## config.mk

```make
export PLATFORM = sky130hd
export DESIGN_NAME = pipe_ctrl_flat
export DESIGN_NICKNAME = d
export VERILOG_FILES = /design/src/rtl/pipe_ctrl_if.sv /design/src/rtl/pipe_ctrl.sv /design/src/flat_wrapper.sv
export SDC_FILE = /design/constraint.sdc
export NUM_CORES = 1
export LEC_CHECK = 0
export ABC_CLOCK_PERIOD_IN_PS = 2300
export CAP_MARGIN = 20
export CORE_UTILIZATION = 31
export DETAILED_ROUTE_END_ITERATION = 7
export PLACE_DENSITY = 0.81
export RECOVER_POWER = 100
export SLEW_MARGIN = 20
export SYNTH_ARGS = -nofsm -noshare
export SYNTH_HDL_FRONTEND = slang
export SYNTH_SLANG_ARGS = --single-unit
export TNS_END_PERCENT = 10
```

## constraint.sdc

```tcl
create_clock -name clk -period 2.3 [get_ports clk]
set_input_delay 0.575 -clock clk [delete_from_list [all_inputs] [get_ports clk]]
set_output_delay 0.575 -clock clk [all_outputs]
set_load 0.02 [all_outputs]
```

## src/rtl/pipe_ctrl_if.sv

```systemverilog
// pipe_ctrl_if: hazard inputs, flush/PC control outputs and performance
// counters of the central pipeline controller.
// master : the pipeline datapath side (drives hazard sources, consumes control)
// slave  : the pipe_ctrl side
interface pipe_ctrl_if;
    // hazard sources from ID and EX
    logic [4:0]  id_rs;
    logic [4:0]  id_rt;
    logic [4:0]  ex_rt;
    logic        ex_mem_read;
    logic        ex_branch_taken;
    logic        id_jump;
    logic        md_start;
    logic        md_is_div;

    // inter-stage register control: 00 pass, 01 flush to zero, 10 hold
    logic [1:0]  if_id_flush;
    logic [1:0]  id_ex_flush;
    logic [1:0]  ex_mem_flush;
    logic [1:0]  mem_wb_flush;
    logic        pc_write;
    logic [1:0]  pc_sel;
    logic        md_busy;
    logic        md_done;

    // performance counters
    logic [31:0] stall_count;
    logic [31:0] flush_count;

    modport master (
        output id_rs, id_rt, ex_rt, ex_mem_read, ex_branch_taken,
               id_jump, md_start, md_is_div,
        input  if_id_flush, id_ex_flush, ex_mem_flush, mem_wb_flush,
               pc_write, pc_sel, md_busy, md_done,
               stall_count, flush_count
    );

    modport slave (
        input  id_rs, id_rt, ex_rt, ex_mem_read, ex_branch_taken,
               id_jump, md_start, md_is_div,
        output if_id_flush, id_ex_flush, ex_mem_flush, mem_wb_flush,
               pc_write, pc_sel, md_busy, md_done,
               stall_count, flush_count
    );
endinterface

```

## src/rtl/pipe_ctrl.sv

```systemverilog
// pipe_ctrl: central pipeline control for the five-stage MIPS core.
// Resolves branch, load-use and jump hazards, holds the front of the pipe
// while a multiply/divide occupies EX, and drives the flush code of every
// inter-stage register together with the PC write enable and next-PC select.
//
// Optional feature: define PIPE_CTRL_STATS_EN to build the stall/flush
// performance counters; otherwise both counter outputs are tied to zero.
//
// Multiply/divide occupancy FSM
//   state | meaning
//   IDLE  | no multi-cycle op; md_start here is the first stall cycle
//   BUSY  | op in progress; r_cnt counts remaining stall cycles minus one
module pipe_ctrl #(
    parameter int unsigned MUL_LAT = 4,
    parameter int unsigned DIV_LAT = 8
) (
    input  logic        clk,
    input  logic        rst,
    pipe_ctrl_if.slave  bus
);

    localparam logic [1:0] FL_PASS = 2'b00;
    localparam logic [1:0] FL_ZERO = 2'b01;
    localparam logic [1:0] FL_HOLD = 2'b10;

    localparam logic [1:0] PC_SEQ  = 2'd0;
    localparam logic [1:0] PC_BR   = 2'd1;
    localparam logic [1:0] PC_JMP  = 2'd2;

    // The start cycle itself is one stall cycle and the cnt==0 cycle is
    // another, so the counter is loaded with LAT-2.
    localparam logic [4:0] MUL_LOAD = 5'(MUL_LAT - 2);
    localparam logic [4:0] DIV_LOAD = 5'(DIV_LAT - 2);

    typedef enum logic {
        ST_IDLE = 1'b0,
        ST_BUSY = 1'b1
    } state_t;

    state_t      r_state;
    state_t      w_state_nxt;
    logic [4:0]  r_cnt;
    logic [4:0]  w_cnt_nxt;

    logic        w_md_busy;
    logic        w_md_done;
    logic        w_load_use;

    logic        w_pc_write;
    logic [1:0]  w_pc_sel;
    logic [1:0]  w_if_id;
    logic [1:0]  w_id_ex;
    logic [1:0]  w_ex_mem;
    logic [1:0]  w_mem_wb;

    // FSM state and stall counter registers
    always_ff @(posedge clk or negedge rst) begin
        if (!rst) begin
            r_state <= ST_IDLE;
            r_cnt   <= 5'd0;
        end else begin
            r_state <= w_state_nxt;
            r_cnt   <= w_cnt_nxt;
        end
    end

    // FSM next state, counter update and busy/done decode
    always_comb begin
        w_state_nxt = r_state;
        w_cnt_nxt   = r_cnt;
        w_md_busy   = 1'b0;
        w_md_done   = 1'b0;
        case (r_state)
            ST_IDLE: begin
                if (bus.md_start) begin
                    w_md_busy   = 1'b1;
                    w_cnt_nxt   = bus.md_is_div ? DIV_LOAD : MUL_LOAD;
                    w_state_nxt = ST_BUSY;
                end
            end
            ST_BUSY: begin
                // a new md_start while busy is ignored
                w_md_busy = 1'b1;
                if (r_cnt == 5'd0) begin
                    w_md_done   = 1'b1;
                    w_state_nxt = ST_IDLE;
                end else begin
                    w_cnt_nxt = r_cnt - 5'd1;
                end
            end
            default: begin
                w_state_nxt = ST_IDLE;
                w_cnt_nxt   = 5'd0;
            end
        endcase
    end

    // A load in EX whose destination is a live (non-zero) source of ID
    assign w_load_use = bus.ex_mem_read
                      && (bus.ex_rt != 5'd0)
                      && ((bus.ex_rt == bus.id_rs) || (bus.ex_rt == bus.id_rt));

    // Hazard priority: reset, multi-cycle stall, branch, load-use, jump
    always_comb begin
        w_pc_write = 1'b1;
        w_pc_sel   = PC_SEQ;
        w_if_id    = FL_PASS;
        w_id_ex    = FL_PASS;
        w_ex_mem   = FL_PASS;
        w_mem_wb   = FL_PASS;
        if (!rst) begin
            w_pc_write = 1'b0;
            w_if_id    = FL_ZERO;
            w_id_ex    = FL_ZERO;
            w_ex_mem   = FL_ZERO;
            w_mem_wb   = FL_ZERO;
        end else if (w_md_busy) begin
            // freeze IF..EX, drain a bubble into MEM, let WB retire
            w_pc_write = 1'b0;
            w_if_id    = FL_HOLD;
            w_id_ex    = FL_HOLD;
            w_ex_mem   = FL_ZERO;
        end else if (bus.ex_branch_taken) begin
            w_pc_sel   = PC_BR;
            w_if_id    = FL_ZERO;
            w_id_ex    = FL_ZERO;
        end else if (w_load_use) begin
            // bubble into EX; the next cycle the hazard is gone
            w_pc_write = 1'b0;
            w_if_id    = FL_HOLD;
            w_id_ex    = FL_ZERO;
        end else if (bus.id_jump) begin
            w_pc_sel   = PC_JMP;
            w_if_id    = FL_ZERO;
        end
    end

    assign bus.pc_write     = w_pc_write;
    assign bus.pc_sel       = w_pc_sel;
    assign bus.if_id_flush  = w_if_id;
    assign bus.id_ex_flush  = w_id_ex;
    assign bus.ex_mem_flush = w_ex_mem;
    assign bus.mem_wb_flush = w_mem_wb;
    assign bus.md_busy      = rst & w_md_busy;
    assign bus.md_done      = rst & w_md_done;

`ifdef PIPE_CTRL_STATS_EN
    logic [31:0] r_stall_count;
    logic [31:0] r_flush_count;

    // Stall and front-end flush counters, free-running with natural wrap
    always_ff @(posedge clk or negedge rst) begin
        if (!rst) begin
            r_stall_count <= 32'd0;
            r_flush_count <= 32'd0;
        end else begin
            if (!w_pc_write) begin
                r_stall_count <= r_stall_count + 32'd1;
            end
            if ((w_if_id == FL_ZERO) || (w_id_ex == FL_ZERO)) begin
                r_flush_count <= r_flush_count + 32'd1;
            end
        end
    end

    assign bus.stall_count = r_stall_count;
    assign bus.flush_count = r_flush_count;
`else
    assign bus.stall_count = 32'd0;
    assign bus.flush_count = 32'd0;
`endif

endmodule

```

## src/flat_wrapper.sv

```systemverilog
// flat-port wrapper written by rule: the top's interface ports become plain ports
module pipe_ctrl_flat 
#(
    parameter int unsigned MUL_LAT = 4,
    parameter int unsigned DIV_LAT = 8
)
  (clk, rst, bus_id_rs, bus_id_rt, bus_ex_rt, bus_ex_mem_read, bus_ex_branch_taken, bus_id_jump, bus_md_start, bus_md_is_div, bus_if_id_flush, bus_id_ex_flush, bus_ex_mem_flush, bus_mem_wb_flush, bus_pc_write, bus_pc_sel, bus_md_busy, bus_md_done, bus_stall_count, bus_flush_count);
  pipe_ctrl_if bus_i ();
  input  logic clk;
  input  logic rst;
  input wire logic [$bits(bus_i.id_rs)-1:0] bus_id_rs;
  input wire logic [$bits(bus_i.id_rt)-1:0] bus_id_rt;
  input wire logic [$bits(bus_i.ex_rt)-1:0] bus_ex_rt;
  input wire logic [$bits(bus_i.ex_mem_read)-1:0] bus_ex_mem_read;
  input wire logic [$bits(bus_i.ex_branch_taken)-1:0] bus_ex_branch_taken;
  input wire logic [$bits(bus_i.id_jump)-1:0] bus_id_jump;
  input wire logic [$bits(bus_i.md_start)-1:0] bus_md_start;
  input wire logic [$bits(bus_i.md_is_div)-1:0] bus_md_is_div;
  output wire logic [$bits(bus_i.if_id_flush)-1:0] bus_if_id_flush;
  output wire logic [$bits(bus_i.id_ex_flush)-1:0] bus_id_ex_flush;
  output wire logic [$bits(bus_i.ex_mem_flush)-1:0] bus_ex_mem_flush;
  output wire logic [$bits(bus_i.mem_wb_flush)-1:0] bus_mem_wb_flush;
  output wire logic [$bits(bus_i.pc_write)-1:0] bus_pc_write;
  output wire logic [$bits(bus_i.pc_sel)-1:0] bus_pc_sel;
  output wire logic [$bits(bus_i.md_busy)-1:0] bus_md_busy;
  output wire logic [$bits(bus_i.md_done)-1:0] bus_md_done;
  output wire logic [$bits(bus_i.stall_count)-1:0] bus_stall_count;
  output wire logic [$bits(bus_i.flush_count)-1:0] bus_flush_count;
  assign bus_i.id_rs = bus_id_rs;
  assign bus_i.id_rt = bus_id_rt;
  assign bus_i.ex_rt = bus_ex_rt;
  assign bus_i.ex_mem_read = bus_ex_mem_read;
  assign bus_i.ex_branch_taken = bus_ex_branch_taken;
  assign bus_i.id_jump = bus_id_jump;
  assign bus_i.md_start = bus_md_start;
  assign bus_i.md_is_div = bus_md_is_div;
  assign bus_if_id_flush = bus_i.if_id_flush;
  assign bus_id_ex_flush = bus_i.id_ex_flush;
  assign bus_ex_mem_flush = bus_i.ex_mem_flush;
  assign bus_mem_wb_flush = bus_i.mem_wb_flush;
  assign bus_pc_write = bus_i.pc_write;
  assign bus_pc_sel = bus_i.pc_sel;
  assign bus_md_busy = bus_i.md_busy;
  assign bus_md_done = bus_i.md_done;
  assign bus_stall_count = bus_i.stall_count;
  assign bus_flush_count = bus_i.flush_count;
  pipe_ctrl #(.MUL_LAT(MUL_LAT), .DIV_LAT(DIV_LAT)) u_core (.clk(clk), .rst(rst), .bus(bus_i));
endmodule
```

==> run summary <==
Status - finished with violations
Failing checks - negative setup slack
Initial drt markers - 31
DR WL met2 - 1.162 mm
Gr usage total - 10.95%
Synthesized flop and latch total - 6
Core area - 3153 sq um
CP peak stage delay - 0.55 ns
Die Wd - 60.61 um
Most area-consuming cells after synthesis - buf_4 (48%), dfrtp_1 (14%), xnor2_1 (8.2%)
Vias - 886
Share of post-route cells with drive strength above 1 - 22.63%
Most frequent cells after synthesis - buf_4 (68), xnor2_1 (10), dfrtp_1 (6), nor2_1 (6), inv_1 (5)
Cells after synthesis - 135
CTS Buf Count - 3
Inserted Diodes - 0
Period utilization - 108.7%
Number of global-route vias before repair - 705
Worst min path class - flop to flop
CP startpoint - bus_ex_rt[2]
Initial Utilization - 33.77%
DRC viols - 0
Slowest CP cell - or4_4
Unrepaired setup endpoints after global routing - yes
I/O Pins - 99
Layout Cells excl Fill - 234
Top-count cell post-synth - buf_4
Nets - 216
Power Density - 642.7 nW/um^2
Ys Warns - 0
Worst-Skew Late Latency - 0.25 ns
First-pass GRT wire length - 2.953 mm
Post-route ant nets - 0
Die Area - 3673 sq um
Clock Root Buffer - clkbuf_4
Antenna violations before repair - 0
Ys flop type - dfrtp_1
Final global-route overflow total - 0
Routed wire length - 2.176 mm
Final Critical Period - 2.500 ns
Post-synth top area cell - buf_4
Setup CP Type - primary input to output port
Final Instance Area - 1358 sq um
WL/cell - 9.299 um
Post-CTS Hold Fix Bufs - 0
Post-synth EDFFs - 0
Netlist cell types - 29
Cell-by-cell trace of the critical path - buf_8 > or4_4 > o21ai_4 > nor3_2 > a221o_1 > buf_6
Fin Setup TNS - -0.5976 ns
Top layer in use - met4
Avg Inst Size Synth - 7.887 sq um
Max clock buf depth - 2
Row Count - 20
Min-delay src - u_core.r_cnt[3]$_DFFE_PN0P_
Largest net degree at the start of global routing - 9
DP HPWL - 1.736 mm
Fmax - 400.0 MHz
Clock skew - 0.003710 ns
Placed Cells - 228
Reg clk slew, reported paths - 0.04 ns
TritonCTS clock tree - done
Area Growth Syn to Fin - 27.50%
Max Transition Viols Final - 0
Ys async rst share - 100.0%
Top cell type's share of synthesized area - 47.94%
Placed Area - 1329 sq um
DRT Pass-1 Iters - 4
Req. time, crit path - 1.73 ns
Final worst slack - -0.2002 ns
Die Y - 60.61 um
Syn Std Cell Area - 1065 sq um
Crit-path max FO - 3
Maximum VDD drop - 418.3 uV
CTS Sinks - 6
Final core occ - 43.06%
Wire length on met3 - 214 um
Layout fillers - 329
Setup crit start kind - primary input
Hold Fails Final Rpt - 0
Hold_ws - 0.5742 ns
Final setup viols - 6
Number of port buffers - 32
MaxCap Viol Count - 0
Vias per cell - 3.786
H-tree lvl count - 1
R2R Path Start - u_core.r_cnt[1]$_DFFE_PN0P_
Met1 WL - 769 um
Crit path DAT - 1.93 ns
Register area share after synthesis - 14.10%
Pleak - 0.7399 nW
Crit. End Element - output port
Gpl congestion - 0.7840
-- per-stage QoR --
step / setup WS, ns / power [W]
after detailed placement: -0.9634 / 0.0007808
after floorplan: 0.02032 / 0.0006245
after global placement: -0.9087 / 0.0007586
final: -0.2002 / 0.0008725
after global routing: -0.2259 / 0.0009472
after CTS: -0.2051 / 0.0008822
-- where the power goes --
group          switching (W)  internal (W)
clock network      0.0000377     0.0000590
registers          0.0000368      0.000158
logic               0.000326      0.000254
-- critical path, delay by kind of cell --
kind,cells,cell delay [ns]
AO/OA/AOI/OAI,2,0.51
buffers and inverters,2,0.24
AND/OR/NAND/NOR,2,0.60
-- state kept, by name (all words and copies together) (netlist names) --
signal	count
u_core.r_cnt	5
u_core.r_state	1
-- worst paths after layout --
path                                               endpoint  slack (ns)  cells after the start
worst min-delay path            u_core.r_cnt[3]$_DFFE_PN0P_        0.57                      2
max in group asynchronous       u_core.r_cnt[4]$_DFFE_PN0P_        1.36                      3
worst max register to register  u_core.r_cnt[2]$_DFFE_PN0P_        0.71                      6
worst max-delay path                     bus_id_ex_flush[0]       -0.20                      6
min in group asynchronous       u_core.r_cnt[1]$_DFFE_PN0P_        0.69                      3
worst min register to register  u_core.r_cnt[3]$_DFFE_PN0P_        0.57                      2
-- cells in the final DEF, fill, tap and decap left out, types with 2 or more instances in the layout --
cell type         n
buf_6             3
nor2_1            5
nand2_1           3
ha_1              2
inv_1             5
clkdlybuf4s50_1  11
buf_2             3
dlymetal6s2s_1    3
clkbuf_4          5
xnor2_1          10
a21oi_1           4
clkbuf_1          2
nand2b_1          3
dfrtp_1           6
conb_1           66
nand3_1           3
and3_1            2
mux2i_1           3
buf_4            21
clkbuf_2          4
o21ai_0           3
dlygate4sd2_1     5
-- kinds of logic (layout without fill, tap and decap cells) --
| group | after synthesis | after routing | share of synthesized area [%] |
|---|---|---|---|
| DFF | 6 | 6 | 14.10 |
| AOI/OAI and AO/OA | 16 | 16 | 9.989 |
| muxes | 3 | 3 | 2.820 |
| adders and majority gates | 2 | 2 | 2.350 |
| and+or+nand+nor | 24 | 24 | 12.46 |
| other | 1 | 66 | 0.3522 |
| buffers and inverters | 73 | 63 | 49.71 |
| xor gates and xnor gates | 10 | 10 | 8.225 |
-- routing by layer --
metal  vias to the layer above  GRT usage (%)
li1                        419              -
met1                       405          11.53
met2                        55          19.47
met3                         7          4.264
met4                         0          4.545
met5                         -              0
-- cell type report --
cell class	count	area [sq um]	area share, %
clock buffer	3	22.52	1.659
sequential	6	150.1	11.06
tap	44	55.05	4.055
inverter	5	18.77	1.382
multi-input combinational	121	655.6	48.30
timing repair buffer	55	455.4	33.55
-- timing repair --
action,in CTS,in global routing
gates resized for setup,60,14
hold endpoints to repair,0,0
gates cloned,0,0
pin swaps,5,9
endpoints found under the setup margin,11,9
setup buffers,0,3
(Power assumes the default switching activity.)
